<file path="config.mk">
export PLATFORM = sky130hd
export DESIGN_NAME = branch_predict_unit
export DESIGN_NICKNAME = d
export VERILOG_FILES = /design/src/rtl/lx32_branch_pkg.sv /design/src/rtl/bht_array.sv /design/src/rtl/branch_unit.sv /design/src/rtl/branch_predict_unit.sv
export SDC_FILE = /design/constraint.sdc
export NUM_CORES = 1
export LEC_CHECK = 0
export CORE_MARGIN = 2
export CORE_UTILIZATION = 40
export DETAILED_ROUTE_END_ITERATION = 12
export PLACE_DENSITY = 0.65
export SLEW_MARGIN = 20
export SYNTH_ARGS = -nofsm -noshare
export SYNTH_HDL_FRONTEND = slang
export SYNTH_SLANG_ARGS = --single-unit
</file>
<file path="constraint.sdc">
create_clock -name clk -period 4.5 [get_ports clk]
set_input_delay 0.9 -clock clk [delete_from_list [all_inputs] [get_ports clk]]
set_output_delay 0.9 -clock clk [all_outputs]
set_load 0.01 [all_outputs]
</file>
<file path="src/rtl/lx32_branch_pkg.sv">
// Shared branch types: RV32I branch conditions, BHT counter states and
// saturating counter helpers.
package lx32_branch_pkg;

    // Encodings follow the RV32I funct3 field of the branch instructions.
    typedef enum logic [2:0] {
        BR_EQ  = 3'b000,
        BR_NE  = 3'b001,
        BR_LT  = 3'b100,
        BR_GE  = 3'b101,
        BR_LTU = 3'b110,
        BR_GEU = 3'b111
    } branch_op_e;

    typedef enum logic [1:0] {
        BHT_SNT = 2'b00,
        BHT_WNT = 2'b01,
        BHT_WT  = 2'b10,
        BHT_ST  = 2'b11
    } bht_state_e;

    localparam bht_state_e BHT_RESET = BHT_WNT;

    function automatic bht_state_e bht_inc(input bht_state_e s);
        return (s == BHT_ST) ? BHT_ST : bht_state_e'(s + 2'd1);
    endfunction

    function automatic bht_state_e bht_dec(input bht_state_e s);
        return (s == BHT_SNT) ? BHT_SNT : bht_state_e'(s - 2'd1);
    endfunction

endpackage

</file>
<file path="src/rtl/bht_array.sv">
// Direct-mapped table of 2-bit saturating counters with one read port and
// one read-modify-write update port. Reads return the pre-update value.
module bht_array
    import lx32_branch_pkg::*;
#(
    parameter int unsigned ENTRIES = 64
) (
    input  logic                       clk,
    input  logic                       rst_n,
    input  logic                       clear,
    input  logic [$clog2(ENTRIES)-1:0] rd_idx,
    output bht_state_e                 rd_state,
    input  logic                       wr_en,
    input  logic [$clog2(ENTRIES)-1:0] wr_idx,
    input  logic                       wr_taken
);

    bht_state_e mem_q [ENTRIES];
    bht_state_e wr_state_d;

    // Read port: no bypass from the write port.
    assign rd_state = mem_q[rd_idx];

    // Next counter value for the entry being trained.
    always_comb begin
        wr_state_d = wr_taken ? bht_inc(mem_q[wr_idx]) : bht_dec(mem_q[wr_idx]);
    end

    // Storage: clear has priority over a same-cycle update.
    always_ff @(posedge clk or negedge rst_n) begin
        if (!rst_n) begin
            for (int unsigned i = 0; i < ENTRIES; i++) begin
                mem_q[i] <= BHT_RESET;
            end
        end else if (clear) begin
            for (int unsigned i = 0; i < ENTRIES; i++) begin
                mem_q[i] <= BHT_RESET;
            end
        end else if (wr_en) begin
            mem_q[wr_idx] <= wr_state_d;
        end
    end

endmodule

</file>
<file path="src/rtl/branch_unit.sv">
// Combinational RV32I branch comparator; unknown conditions resolve not taken.
module branch_unit
    import lx32_branch_pkg::*;
#(
    parameter int unsigned WIDTH = 32
) (
    input  logic             is_branch,
    input  branch_op_e       branch_op,
    input  logic [WIDTH-1:0] src_a,
    input  logic [WIDTH-1:0] src_b,
    output logic             branch_taken
);

    logic cond;

    // Evaluate the selected condition and qualify with is_branch.
    always_comb begin
        cond = 1'b0;
        unique case (branch_op)
            BR_EQ:   cond = (src_a == src_b);
            BR_NE:   cond = (src_a != src_b);
            BR_LT:   cond = ($signed(src_a) <  $signed(src_b));
            BR_GE:   cond = ($signed(src_a) >= $signed(src_b));
            BR_LTU:  cond = (src_a <  src_b);
            BR_GEU:  cond = (src_a >= src_b);
            default: cond = 1'b0;
        endcase
        branch_taken = is_branch & cond;
    end

endmodule

</file>
<file path="src/rtl/branch_predict_unit.sv">
// Branch predictor/resolver: BHT lookup at fetch, condition resolution at
// EX, registered redirect and saturating statistics.
module branch_predict_unit
    import lx32_branch_pkg::*;
#(
    parameter int unsigned WIDTH       = 32,
    parameter int unsigned BHT_ENTRIES = 64,
    parameter int unsigned STAT_W      = 32
) (
    input  logic              clk,
    input  logic              rst_n,
    input  logic [WIDTH-1:0]  pred_pc,
    output logic              pred_taken,
    input  logic              res_valid,
    input  logic              is_branch,
    input  branch_op_e        branch_op,
    input  logic [WIDTH-1:0]  src_a,
    input  logic [WIDTH-1:0]  src_b,
    input  logic [WIDTH-1:0]  res_pc,
    input  logic [WIDTH-1:0]  res_target,
    input  logic              res_pred_taken,
    input  logic              flush,
    input  logic              bht_clear,
    output logic              out_valid,
    output logic              branch_taken,
    output logic              mispredict,
    output logic [WIDTH-1:0]  redirect_pc,
    output logic [STAT_W-1:0] branch_count,
    output logic [STAT_W-1:0] mispredict_count
);

    localparam int unsigned IDX_W = $clog2(BHT_ENTRIES);

    logic              accept;
    logic              outcome;
    logic              mis;
    bht_state_e        pred_state;
    logic              unused_pc_bits;

    logic              out_valid_q, out_valid_d;
    logic              taken_q,     taken_d;
    logic              mis_q,       mis_d;
    logic [WIDTH-1:0]  redirect_q,  redirect_d;
    logic [STAT_W-1:0] bcnt_q,      bcnt_d;
    logic [STAT_W-1:0] mcnt_q,      mcnt_d;

    assign accept = res_valid & is_branch & ~flush;
    assign mis    = outcome ^ res_pred_taken;

    // Only the index bits of the PCs select a table entry.
    assign unused_pc_bits = ^{pred_pc[WIDTH-1:IDX_W+2], pred_pc[1:0]};

    branch_unit #(
        .WIDTH (WIDTH)
    ) u_branch_unit (
        .is_branch    (accept),
        .branch_op    (branch_op),
        .src_a        (src_a),
        .src_b        (src_b),
        .branch_taken (outcome)
    );

    bht_array #(
        .ENTRIES (BHT_ENTRIES)
    ) u_bht (
        .clk      (clk),
        .rst_n    (rst_n),
        .clear    (bht_clear),
        .rd_idx   (pred_pc[IDX_W+1:2]),
        .rd_state (pred_state),
        .wr_en    (accept),
        .wr_idx   (res_pc[IDX_W+1:2]),
        .wr_taken (outcome)
    );

    assign pred_taken = pred_state[1];

    // Next-state for resolution outputs and saturating statistics.
    always_comb begin
        out_valid_d = accept;
        taken_d     = taken_q;
        mis_d       = mis_q;
        redirect_d  = redirect_q;
        bcnt_d      = bcnt_q;
        mcnt_d      = mcnt_q;
        if (accept) begin
            taken_d    = outcome;
            mis_d      = mis;
            redirect_d = outcome ? res_target : res_pc + WIDTH'(4);
            if (bcnt_q != '1) begin
                bcnt_d = bcnt_q + STAT_W'(1);
            end
            if (mis && (mcnt_q != '1)) begin
                mcnt_d = mcnt_q + STAT_W'(1);
            end
        end
    end

    // Output and statistics registers.
    always_ff @(posedge clk or negedge rst_n) begin
        if (!rst_n) begin
            out_valid_q <= 1'b0;
            taken_q     <= 1'b0;
            mis_q       <= 1'b0;
            redirect_q  <= '0;
            bcnt_q      <= '0;
            mcnt_q      <= '0;
        end else begin
            out_valid_q <= out_valid_d;
            taken_q     <= taken_d;
            mis_q       <= mis_d;
            redirect_q  <= redirect_d;
            bcnt_q      <= bcnt_d;
            mcnt_q      <= mcnt_d;
        end
    end

    assign out_valid        = out_valid_q;
    assign branch_taken     = taken_q;
    assign mispredict       = mis_q;
    assign redirect_pc      = redirect_q;
    assign branch_count     = bcnt_q;
    assign mispredict_count = mcnt_q;

endmodule

</file>
* Yosys cells after proc, flatten, opt, wreduce, memory -nomap -nowiden
Cells that the tools add are included.
** Operators by class
- $add $sub $neg :: 5
- $lt $le $gt $ge :: 7
- Equal/unequal tests :: 10
- Multiplexer cells :: 16
- Bitwise logic cells :: 7
- Reduce and logical (&&, ||, !) cells :: 7
** Operators by type and width (number)
- $mux W128 :: 2
- $bwmux W128 :: 1
- $add A32 B1 Y32 const B :: 2
- $ge A32 B32 Y1 :: 2
- $lt A32 B32 Y1 :: 2
- $ne A32 B32 Y1 const B :: 2
- $add A32 B3 Y32 const B :: 1
- $eq A32 B32 Y1 :: 1
- $mux W32 :: 1
- $ne A32 B32 Y1 :: 1
- $bmux W2 S6 :: 2
- $mux W2 :: 8
- $ge A7 B7 Y1 const B :: 2
- $not A6 Y7 :: 2
- $demux W2 S6 :: 1
- $eq A3 B3 Y1 const B :: 4
- $lt A7 B1 Y1 const B :: 1
- $pmux W1 S6 :: 1
- $reduce_and A2 Y1 :: 2
- $and A1 B1 Y1 :: 3
- $eq A3 B1 Y1 const B :: 1
- $logic_not A3 Y1 :: 1
- $add A2 B1 Y2 const B :: 1
- $eq A2 B2 Y1 const B :: 1
- 6 further kinds :: 7
** Storage, ports and cells
- Register bits :: 227
- Input port bits :: 170
- Output and inout bits :: 100
- Word-level logic and storage cells :: 122

* Logic depth before layout (Yosys ltp)
Gate-level depths: netlist of run 1.
- Depth in word-level cells :: 10
- Depth in mapped cells :: 13
- Depth with buffers taken out :: 11

* Cells and area by module
Synthesis of run 1 repeated with hierarchy kept, for this count alone.
** Unflattened totals
- Cells, all modules :: 1422
- Area, all modules :: 14179.8 sq um
** By module, submodules not included
- bht_array :: times used 1, cells an instance 772, area each 8089.0 sq um, sequential area each 3283.1 sq um
- branch_predict_unit :: times used 1, cells an instance 525, area each 5162.5 sq um, sequential area each 2477.4 sq um
- branch_unit :: times used 1, cells an instance 125, area each 928.4 sq um, sequential area each 0.0 sq um

* Worst setup path after synthesis of run 1
Ideal clock, no wire load.
- Kind :: input to output
- Start :: in pred_pc[2]
- End :: out pred_taken
- Arrival time :: 3.340 ns
- Required time :: 3.600 ns
- Slack :: 0.260 ns
- Stages :: 5
- Buffers on the path :: 2
- Cell sequence :: clkbuf_1 buf_1 mux4_2 mux4_2 mux4_2
** Between the ends
- Longest elaborated chain between the ends :: 4
** Ends and longest elaborated chain
- start: declaration :: line branch_predict_unit.sv:12 : input logic [WIDTH-1:0] pred_pc,
- $not A6 Y7 (not written as such) :: line bht_array.sv:22 : assign rd_state = mem_q[rd_idx];
- $bmux W2 S6 :: line bht_array.sv:22
- $mux W2 (not written as such) (2 in a row) :: line bht_array.sv:22
- end: declaration :: line branch_predict_unit.sv:13 : output logic pred_taken,
Every way passes these cells. The select of a mux whose other input is x is not followed.

* Worst setup path in the final report of run 1
Same ends and word-level chain as after synthesis.

==> results of run 1 <==
[worst max-delay path, stage by stage]
cell and delay [ns]:
sky130_fd_sc_hd__dlygate4sd2_1 0.28, sky130_fd_sc_hd__bufbuf_16 0.31, sky130_fd_sc_hd__mux4_2 0.49, sky130_fd_sc_hd__mux4_2 0.50
sky130_fd_sc_hd__mux4_2 0.50, sky130_fd_sc_hd__clkdlybuf4s50_1 0.50
[cell usage in the layout (no fill, tap or decap), types with 4 or more instances in the layout]
cell                              netlist  final
sky130_fd_sc_hd__ha_1                  35     35
sky130_fd_sc_hd__nor3_1                21     20
sky130_fd_sc_hd__and3_1                18     18
sky130_fd_sc_hd__xnor2_1               50     50
sky130_fd_sc_hd__and4_1                 9      9
sky130_fd_sc_hd__inv_1                 48     47
sky130_fd_sc_hd__a41oi_1                5      5
sky130_fd_sc_hd__and3b_1                5      5
sky130_fd_sc_hd__o211ai_2              30     30
sky130_fd_sc_hd__nand2b_1               5      5
sky130_fd_sc_hd__clkbuf_16              0     27
sky130_fd_sc_hd__o21ai_0              120    120
sky130_fd_sc_hd__nor3b_1                6      6
sky130_fd_sc_hd__dfstp_2               64     64
sky130_fd_sc_hd__a22o_1                14     14
sky130_fd_sc_hd__nand2_1              231    231
sky130_fd_sc_hd__xor2_1                41     41
sky130_fd_sc_hd__nor2_1                42     42
sky130_fd_sc_hd__mux2i_1               14     14
sky130_fd_sc_hd__dfrtp_1              163    163
sky130_fd_sc_hd__a22oi_1               50     50
sky130_fd_sc_hd__nand4_1               31     31
sky130_fd_sc_hd__clkdlybuf4s50_1        0    241
sky130_fd_sc_hd__nand3_1              106    105
sky130_fd_sc_hd__nor4_1                10     10
sky130_fd_sc_hd__buf_4                  3     39
sky130_fd_sc_hd__clkinv_2               0      8
sky130_fd_sc_hd__mux4_2                21     21
sky130_fd_sc_hd__clkbuf_8               0      8
sky130_fd_sc_hd__o211ai_1              35     35
sky130_fd_sc_hd__a21oi_1               16     16
sky130_fd_sc_hd__buf_12                 0     14
sky130_fd_sc_hd__and2_1                10     10
sky130_fd_sc_hd__clkbuf_1              35      4
[through the flow]
step | hold slack (ns) | power, mW | cells | setup TNS, ns | worst slack (ns)
6_report | 0.3388 | 5.289 | 1984 | 0 | 0.1123
4_1_cts | 0.3786 | 5.353 | 1984 | 0 | 0.09395
3_3_place_gp | 0.4610 | 3.212 | 1935 | -0.05860 | -0.05860
2_1_floorplan | 0.4787 | 2.659 | 1313 | 0 | 0.2596
5_1_grt | 0.3811 | 5.525 | 1984 | 0 | 0.04044
3_5_place_dp | 0.4698 | 3.225 | 1935 | -0.06882 | -0.06882
[power groups by stage]
stage / clock (mW) / combinational, mW / sequential, mW
final: 2.09 / 0.934 / 2.26
after global routing: 2.23 / 1.02 / 2.28
after CTS: 2.15 / 0.941 / 2.26
after detailed placement: 0 / 0.934 / 2.29
after global placement: 0 / 0.925 / 2.29
after floorplan: 0 / 0.332 / 2.33
[state kept, by name, summed over array words and instances (netlist names)]
register and flops:
mispredict_count 32, branch_taken 1, mispredict 1, out_valid 1, redirect_pc 32, u_bht.mem_q 128, branch_count 32
[how the worst min path moves through the flow]
stage | end | cells past startpoint | slack (ns) | from
2_1_floorplan | u_bht.mem_q[118]$_DFFE_PN1P_ | 2 | 0.48 | u_bht.mem_q[118]$_DFFE_PN1P_
3_3_place_gp | redirect_pc[7]$_DFFE_PN0P_ | 2 | 0.46 | redirect_pc[7]$_DFFE_PN0P_
6_report | u_bht.mem_q[115]$_DFFE_PN0P_ | 1 | 0.34 | rst_n
3_5_place_dp | redirect_pc[2]$_DFFE_PN0P_ | 2 | 0.47 | redirect_pc[2]$_DFFE_PN0P_
5_1_grt | u_bht.mem_q[115]$_DFFE_PN0P_ | 1 | 0.38 | rst_n
4_1_cts | u_bht.mem_q[115]$_DFFE_PN0P_ | 1 | 0.38 | rst_n
[layout make-up]
class	count	area (sq um)
fillers	2879	14690
multi-input cells	961	6362
flip-flops and latches	227	5761
repair buffers	297	3042
clock buffers	39	800.8
well taps	402	503.0
inverters	49	186.4
clock inverters	9	47.55
[layer usage]
layer | global-route usage, % | part of all wire, % | up-vias
met5 | 0 | 0 | -
met3 | 5.716 | 7.5 | 96
met4 | 8.194 | 3.6 | 0
li1 | - | - | 5234
met2 | 38.22 | 46 | 429
met1 | 31.38 | 43 | 5371
[logic make-up (layout without fill, tap and decap cells)]
group                    count (synthesis)  in the layout  share of synthesized area [%]
AND/OR/NAND/NOR                        508            508                          19.15
adder cells (fa/ha/maj)                 35             35                          3.456
XOR/XNOR                                91             91                          6.289
buffers and inverters                  125            394                          4.414
multiplexers                            38             38                          5.193
flip-flops                             227            227                          45.46
AO/OA/AOI/OAI                          289            289                          16.03
[what timing repair did]
action | 4_1_cts | 5_1_grt
gates resized for setup | 1 | 0
hold buffers | 0 | 0
endpoints found under the setup margin | 1 | 0
==> reports/results.env, run 1 <==
SYNTH_WARNINGS=0
REG2REG_SLACK_NS=1.49
FLOORPLAN.DIE_AREA_SQ_MM=0.03312
CTS_TREE='built'
CLOCKROOTBUFFER='sky130_fd_sc_hd__clkbuf_16'
FLOORPLAN.ROWS=65
END_OF_THE_WORST_REGISTER_TO_REGISTER_PATH='branch_count[25]$_DFFE_PN0P_'
NUMCTSBUFFERS=27
SYNTHMOSTINSTANTIATEDCELL='sky130_fd_sc_hd__nand2_1'
CP-ENDPOINT='pred_taken'
DIE_WIDTH_UM=182.0
CP_MAX_FO=8
GP_CONGESTION=0.8957
SYNTH_TOP_AREA_SHARE_PCT=32.19
FINALSETUPVIOLATIONS=0
DESIGN.PORTCOUNT=270
SYNTHESIS.AREA_SQ_MM=0.01267
GRT_FIRST_PASS_WIRELENGTH_UM=62460
NUM_VIAS=11130
TOTALWIRELENGTH_UM=39300
CLKPWRFRAC_PCT=39.6
GRT_REMAINING_OVERFLOW=0
LAYOUT_NETS=1768
DETAILED_PLACE.AREA_SQ_MM=0.01582
POST_SYNTH_MAIN_AREA_CONTRIBUTORS='sky130_fd_sc_hd__dfrtp_1 (32%), sky130_fd_sc_hd__dfstp_2 (13%), sky130_fd_sc_hd__nand2_1 (6.8%)'
HTREE_NUM_LEVELS=1
MAXSLEWVIOLCOUNT=0
POWER.SHARE.SWITCHING_PCT=26.94
RUN_STATUS='completed'
DIE-HEIGHT_UM=182.0
TIGHTEST_SLEW_NS=0.6826
LAYOUT_MIN_CYCLE_TIME_NS=4.388
INITIAL_CORE_UTIL_PCT=40.37
MAXIMUM_NUMBER_OF_PINS_ON_ONE_NET_BEFORE_GLOBAL_ROUTE_REPAIR=85
POWER_FRAC_SEQ_PCT=42.7
DRC=0
WORST_SKEW_PAIR.LATE_LATENCY_NS=0.53
FMAX_GHz=0.2279
RSZ_0062_RAISED_AFTER_GLOBAL_ROUTING='false'
CRIT_START='pred_pc[2]'
ASYNC_FLOP_SHARE_PCT=100.0
AREA_GROWTH_PCT=31.80
CORE_AREA_SQ_MM=0.03139
POST_SYNTH_INST_COUNT=1313
SYNTH-SEQ-CELLS=227
CRITICAL_PATH.ENDPOINT_TYPE='primary output'
VIAS_PER_CELL=5.610
SYNTHDOMINANTAREACELLTYPE='sky130_fd_sc_hd__dfrtp_1'
HOLD_CLASS='in2async'
DRT_FIRST_ITER_VIOLATIONS=759
ANT_NETS=0
CLK_PATH_BUF_DEPTH=3
SYN-MEAN-INSTANCE-AREA_SQ_UM=9.651
WORST_SETUP_PATH_CLASS='in2out'
DRV_CAP=0
FIN_AREA_SQ_MM=0.01670
POSTSYNTHNETCOUNT=1518
CRITPATHLAUNCHTYPE='input pin'
DRIVE_ABOVE_1_SHARE_PCT=14.48
DIODES=0
SYNTH_SEQ_AREA_SHARE_PCT=45.46
CLOCK-SKEW-FINAL_NS=0.01994
FIRST_GLOBAL_VIAS=11190
DETAIL_ROUTE.FIRST_PASS.ITERATIONS=5
WL_PER_CELL_UM=19.81
WORST-ENDPOINT-ARRIVAL_NS=3.49
REQUIRED_NS=3.60
P_SW_mW=1.425
FINAL_CORE_UTIL_PCT=53.20
POWERDENSITY_mW_PER_MM2=316.6
CLKTRANSATPATHREGS_NS=0.06
DPL.HPWL_UM=27590
SYNTHTOPCELLSBYCOUNT='sky130_fd_sc_hd__nand2_1 (231), sky130_fd_sc_hd__dfrtp_1 (163), sky130_fd_sc_hd__o21ai_0 (120)'
CLKSINKCOUNT=227
LAYOUT_WORST_PATH_CYCLE_SHARE_PCT=97.50
SHARE_COMB_OF_TOTAL_POWER_PCT=17.7
RR_STARTPOINT='branch_count[14]$_DFFE_PN0P_'
POWER_LEAKAGE_nW=7.332
INTERNAL_POWER_mW=3.864
TRACK_USAGE_PCT=23.73
FF2FF_PATH_DEPTH=10
VDD_DROP_MAX_uV=270.0
SYNTH.DISTINCT_CELLS=58
TOTAL_COUNT_OF_HOLD_CHECK_FAILURES_IN_THE_FINAL_REPORT=0
POSTCTSSETUPREPAIRBUFS=0
DOMINANTREGCELLSYNTH='sky130_fd_sc_hd__dfrtp_1'
MAX_SLEW_MARGIN_PCT=54.49
NUMBER_OF_SYNTHESIZED_FLOPS_WITH_AN_ENABLE_PIN=0
PLACEMENT.IO_BUFFERS=243
ANTENNA_FOUND_INITIAL=0
No activity file was read; power rests on OpenSTA's default activity.
==> run 2, diff against run 1 <==
--- a/config.mk
+++ b/config.mk
@@ -5,7 +5,7 @@
 export SDC_FILE = /design/constraint.sdc
 export NUM_CORES = 1
 export LEC_CHECK = 0
-export CORE_MARGIN = 2
+export CORE_MARGIN = 4
 export CORE_UTILIZATION = 40
 export DETAILED_ROUTE_END_ITERATION = 12
 export PLACE_DENSITY = 0.65
==> run 2 against run 1 <==
Compared with the run above:
- setup slack worse by 0.031 ns
- final cell count is 0.96% lower
- sequential power hardly changed
- routed wire length grew 0.50%
- sequential cell count stayed put
- design area is 0.55% lower
- non-clock buffer count is 14 lower
- die area is 4.4% higher
- largest power group unchanged
==> reports/results.env, run 2 (same netlist as run 1, synthesis figures left out) <==
RUN_STATUS='completed'  # unchanged
CLKTRANSATPATHREGS_NS=0.06  # about the same
GRT_FIRST_PASS_WIRELENGTH_UM=62000  # was 62460 um
LAYOUT_NETS=1754  # was 1768
ANTENNA_FOUND_INITIAL=1  # was 0
FIN_CELLS=1965  # was 1984
FINAL_CRITICAL_PATH_SETUP_SLACK_NS=0.08172  # was 0.1123 ns
GRT_REMAINING_OVERFLOW=0  # unchanged
FMAX_GHz=0.2263  # was 0.2279 GHz
LARGEST_REG_FLOPS=128  # unchanged
FINAL_COMMON_CELL='sky130_fd_sc_hd__clkdlybuf4s50_1'  # unchanged
PLACED_CELLS_INCL_TAPS=1915  # was 1935
TOTALWIRELENGTH_UM=39490  # was 39300 um
DRIVE_ABOVE_1_SHARE_PCT=13.70  # was 14.48%
CLKPWRFRAC_PCT=41.1  # was 39.6%
MAX_FLOP_REGISTER='u_bht.mem_q'  # unchanged
HTREE_NUM_LEVELS=1  # unchanged
CRITPATHMAXSTAGEDELAY_NS=0.49  # was 0.50 ns
PLACEMENT.IO_BUFFERS=243  # unchanged
DESIGN.PORTCOUNT=270  # unchanged
VIAS_PER_CELL=5.602  # was 5.610
CLKSINKCOUNT=227  # unchanged
TOTAL_COUNT_OF_HOLD_CHECK_FAILURES_IN_THE_FINAL_REPORT=0  # unchanged
CPMAXSTAGEDELAYCELL='sky130_fd_sc_hd__mux4_2'  # unchanged
CTS-HOLD-FIX-BUFFERS=0  # unchanged
CLK_PATH_BUF_DEPTH=3  # unchanged
LAYOUT_MIN_CYCLE_TIME_NS=4.418  # was 4.388 ns
VDD_DROP_MAX_uV=288.9  # was 270.0 uV
WORST-ENDPOINT-ARRIVAL_NS=3.52  # was 3.49 ns
POWERDENSITY_mW_PER_MM2=325.5  # was 316.6 mW/mm^2
MAXSLEWVIOLCOUNT=0  # unchanged
DRV_CAP=0  # unchanged
CP_MAX_FO=8  # unchanged
INTERNAL_POWER_mW=3.950  # was 3.864 mW
AREA_GROWTH_PCT=31.08  # was 31.80%
NUM_VIAS=11010  # was 11.13k
CORE_AREA_SQ_MM=0.03091  # was 0.03139 sq mm
DIODES=0  # unchanged
CLOCKROOTBUFFER='sky130_fd_sc_hd__clkbuf_16'  # unchanged
POWER.SHARE.SWITCHING_PCT=26.96  # was 26.94%
TIGHTEST_SLEW_NS=0.8099  # was 0.6826 ns
PLACE_WS_NS=-0.05165  # was -0.06882 ns
RSZ_0062_RAISED_AFTER_GLOBAL_ROUTING='false'  # unchanged
NUMCTSBUFFERS=27  # unchanged
DRC=0  # unchanged
CRITICAL_PATH.ENDPOINT_TYPE='primary output'  # unchanged
REQUIRED_NS=3.60  # about the same
FLOORPLAN.DIE_AREA_SQ_MM=0.03459  # was 0.03312 sq mm
FINAL_CELL_MIX='sky130_fd_sc_hd__clkdlybuf4s50_1 (241), sky130_fd_sc_hd__nand2_1 (231), sky130_fd_sc_hd__dfrtp_1 (163)'  # unchanged
CRITPATHLAUNCHTYPE='input pin'  # unchanged
MAXIMUM_NUMBER_OF_PINS_ON_ONE_NET_BEFORE_GLOBAL_ROUTE_REPAIR=103  # was 85
DRT_FIRST_ITER_VIOLATIONS=788  # was 759
FLOORPLAN.ROWS=64  # was 65
FINALSETUPVIOLATIONS=0  # unchanged
DIE-HEIGHT_UM=186.0  # was 182.0 um
TRACK_USAGE_PCT=22.62  # was 23.73%
WL_PER_CELL_UM=20.10  # was 19.81 um
WORSTPATHCELLLIST='dlygate4sd2_1, bufbuf_16, mux4_2, mux4_2, mux4_2, clkdlybuf4s50_1'  # unchanged
INITIAL_CORE_UTIL_PCT=41.00  # was 40.37%
POSTCTSSETUPREPAIRBUFS=0  # unchanged
SETUP_TOTAL_NEGATIVE_SLACK_NS=0  # unchanged
TIMING.HOLD.WS_NS=0.3855  # was 0.3388 ns
HOLD_CLASS='in2async'  # unchanged
POST_CTS_RESIZED=1  # unchanged
TIMING.CRITICAL_PATH.MODE_CELL='sky130_fd_sc_hd__mux4_2'  # unchanged
DIE_WIDTH_UM=186.0  # was 182.0 um
SHARE_COMB_OF_TOTAL_POWER_PCT=17.1  # was 17.7%
LAYOUT_WORST_PATH_CYCLE_SHARE_PCT=98.18  # was 97.50%
P_SW_mW=1.458  # was 1.425 mW
WORST_SKEW_PAIR.LATE_LATENCY_NS=0.55  # was 0.53 ns
POWER_LEAKAGE_nW=7.265  # was 7.332 nW
ANT_NETS=0  # unchanged
MAX_SLEW_MARGIN_PCT=46.00  # was 54.49%
GP_CONGESTION=0.8395  # was 0.8957
DPL.HPWL_UM=27330  # was 27590 um
WORST_SETUP_PATH_CLASS='in2out'  # unchanged
FIRST_GLOBAL_VIAS=10980  # was 11.19k
CLOCK-SKEW-FINAL_NS=0.02732  # was 0.01994 ns
FIN_TOTAL_PWR_mW=5.407  # was 5.289 mW
DETAIL_ROUTE.FIRST_PASS.ITERATIONS=7  # was 5
CTS_TREE='built'  # unchanged
POWER_FRAC_SEQ_PCT=41.8  # was 42.7%
==> run 2: changes by cell type in the layout (fill, tap and decap cells not counted), sizes merged <==
cell	previous run	this run
buf	54	40
bufinv	0	2
clkbuf	39	38
clkinv	9	8
inv	48	49
==> run 2: metrics by stage <==
step	instance area (sq um)	utilization [%]
2_1_floorplan	12670	-
3_3_place_gp	15690	50.74
3_5_place_dp	15690	50.74
4_1_cts	16610	53.74
5_1_grt	16610	53.74
6_report	16610	53.74
==> run 2: worst max-delay path, delay by kind of cell <==
kind | cells | cell delay (ns)
mux | 3 | 1.46
buf+inv | 3 | 1.14
==> run 2: layout make-up <==
class | count | area (sq um)
tap | 396 | 495.5
fill | 2772 | 14300
inverter | 49 | 186.4
sequential | 227 | 5761
clock inverter | 11 | 117.6
timing repair buffer | 283 | 2912
clock buffer | 38 | 777.0
multi-input combinational | 961 | 6362
==> run 2: layer usage <==
metal  vias up  global-route usage (%)  wire length, um
li1       5204                       -                -
met1      5277                   30.52            16730
met2       435                   35.73            18060
met3        89                   5.863             3361
met4         2                   7.432             1328
met5         -                       0                7
==> run 2: worst paths after layout <==
| kind | start | end | slack [ns] | cells past startpoint |
|---|---|---|---|---|
| max in group asynchronous | rst_n | u_bht.mem_q[126]$_DFFE_PN1P_ | 3.02 | 2 |
| hold / removal | rst_n | branch_count[28]$_DFFE_PN0P_ | 0.39 | 1 |
| setup reg to reg | branch_count[14]$_DFFE_PN0P_ | branch_count[25]$_DFFE_PN0P_ | 1.59 | 9 |
| min in group clk | branch_taken$_DFFE_PN0P_ | branch_taken$_DFFE_PN0P_ | 0.47 | 1 |
| hold reg to reg | branch_taken$_DFFE_PN0P_ | branch_taken$_DFFE_PN0P_ | 0.47 | 1 |
| setup / recovery | pred_pc[2] | pred_taken | 0.08 | 6 |
==> run 2: power by group through the flow <==
stage / sequential, mW / clock (mW) / combinational (mW)
after CTS: 2.26 / 2.27 / 0.937
after global routing: 2.28 / 2.36 / 1.02
after global placement: 2.29 / 0 / 0.918
after detailed placement: 2.29 / 0 / 0.928
final: 2.26 / 2.22 / 0.927
after floorplan: 2.33 / 0 / 0.332
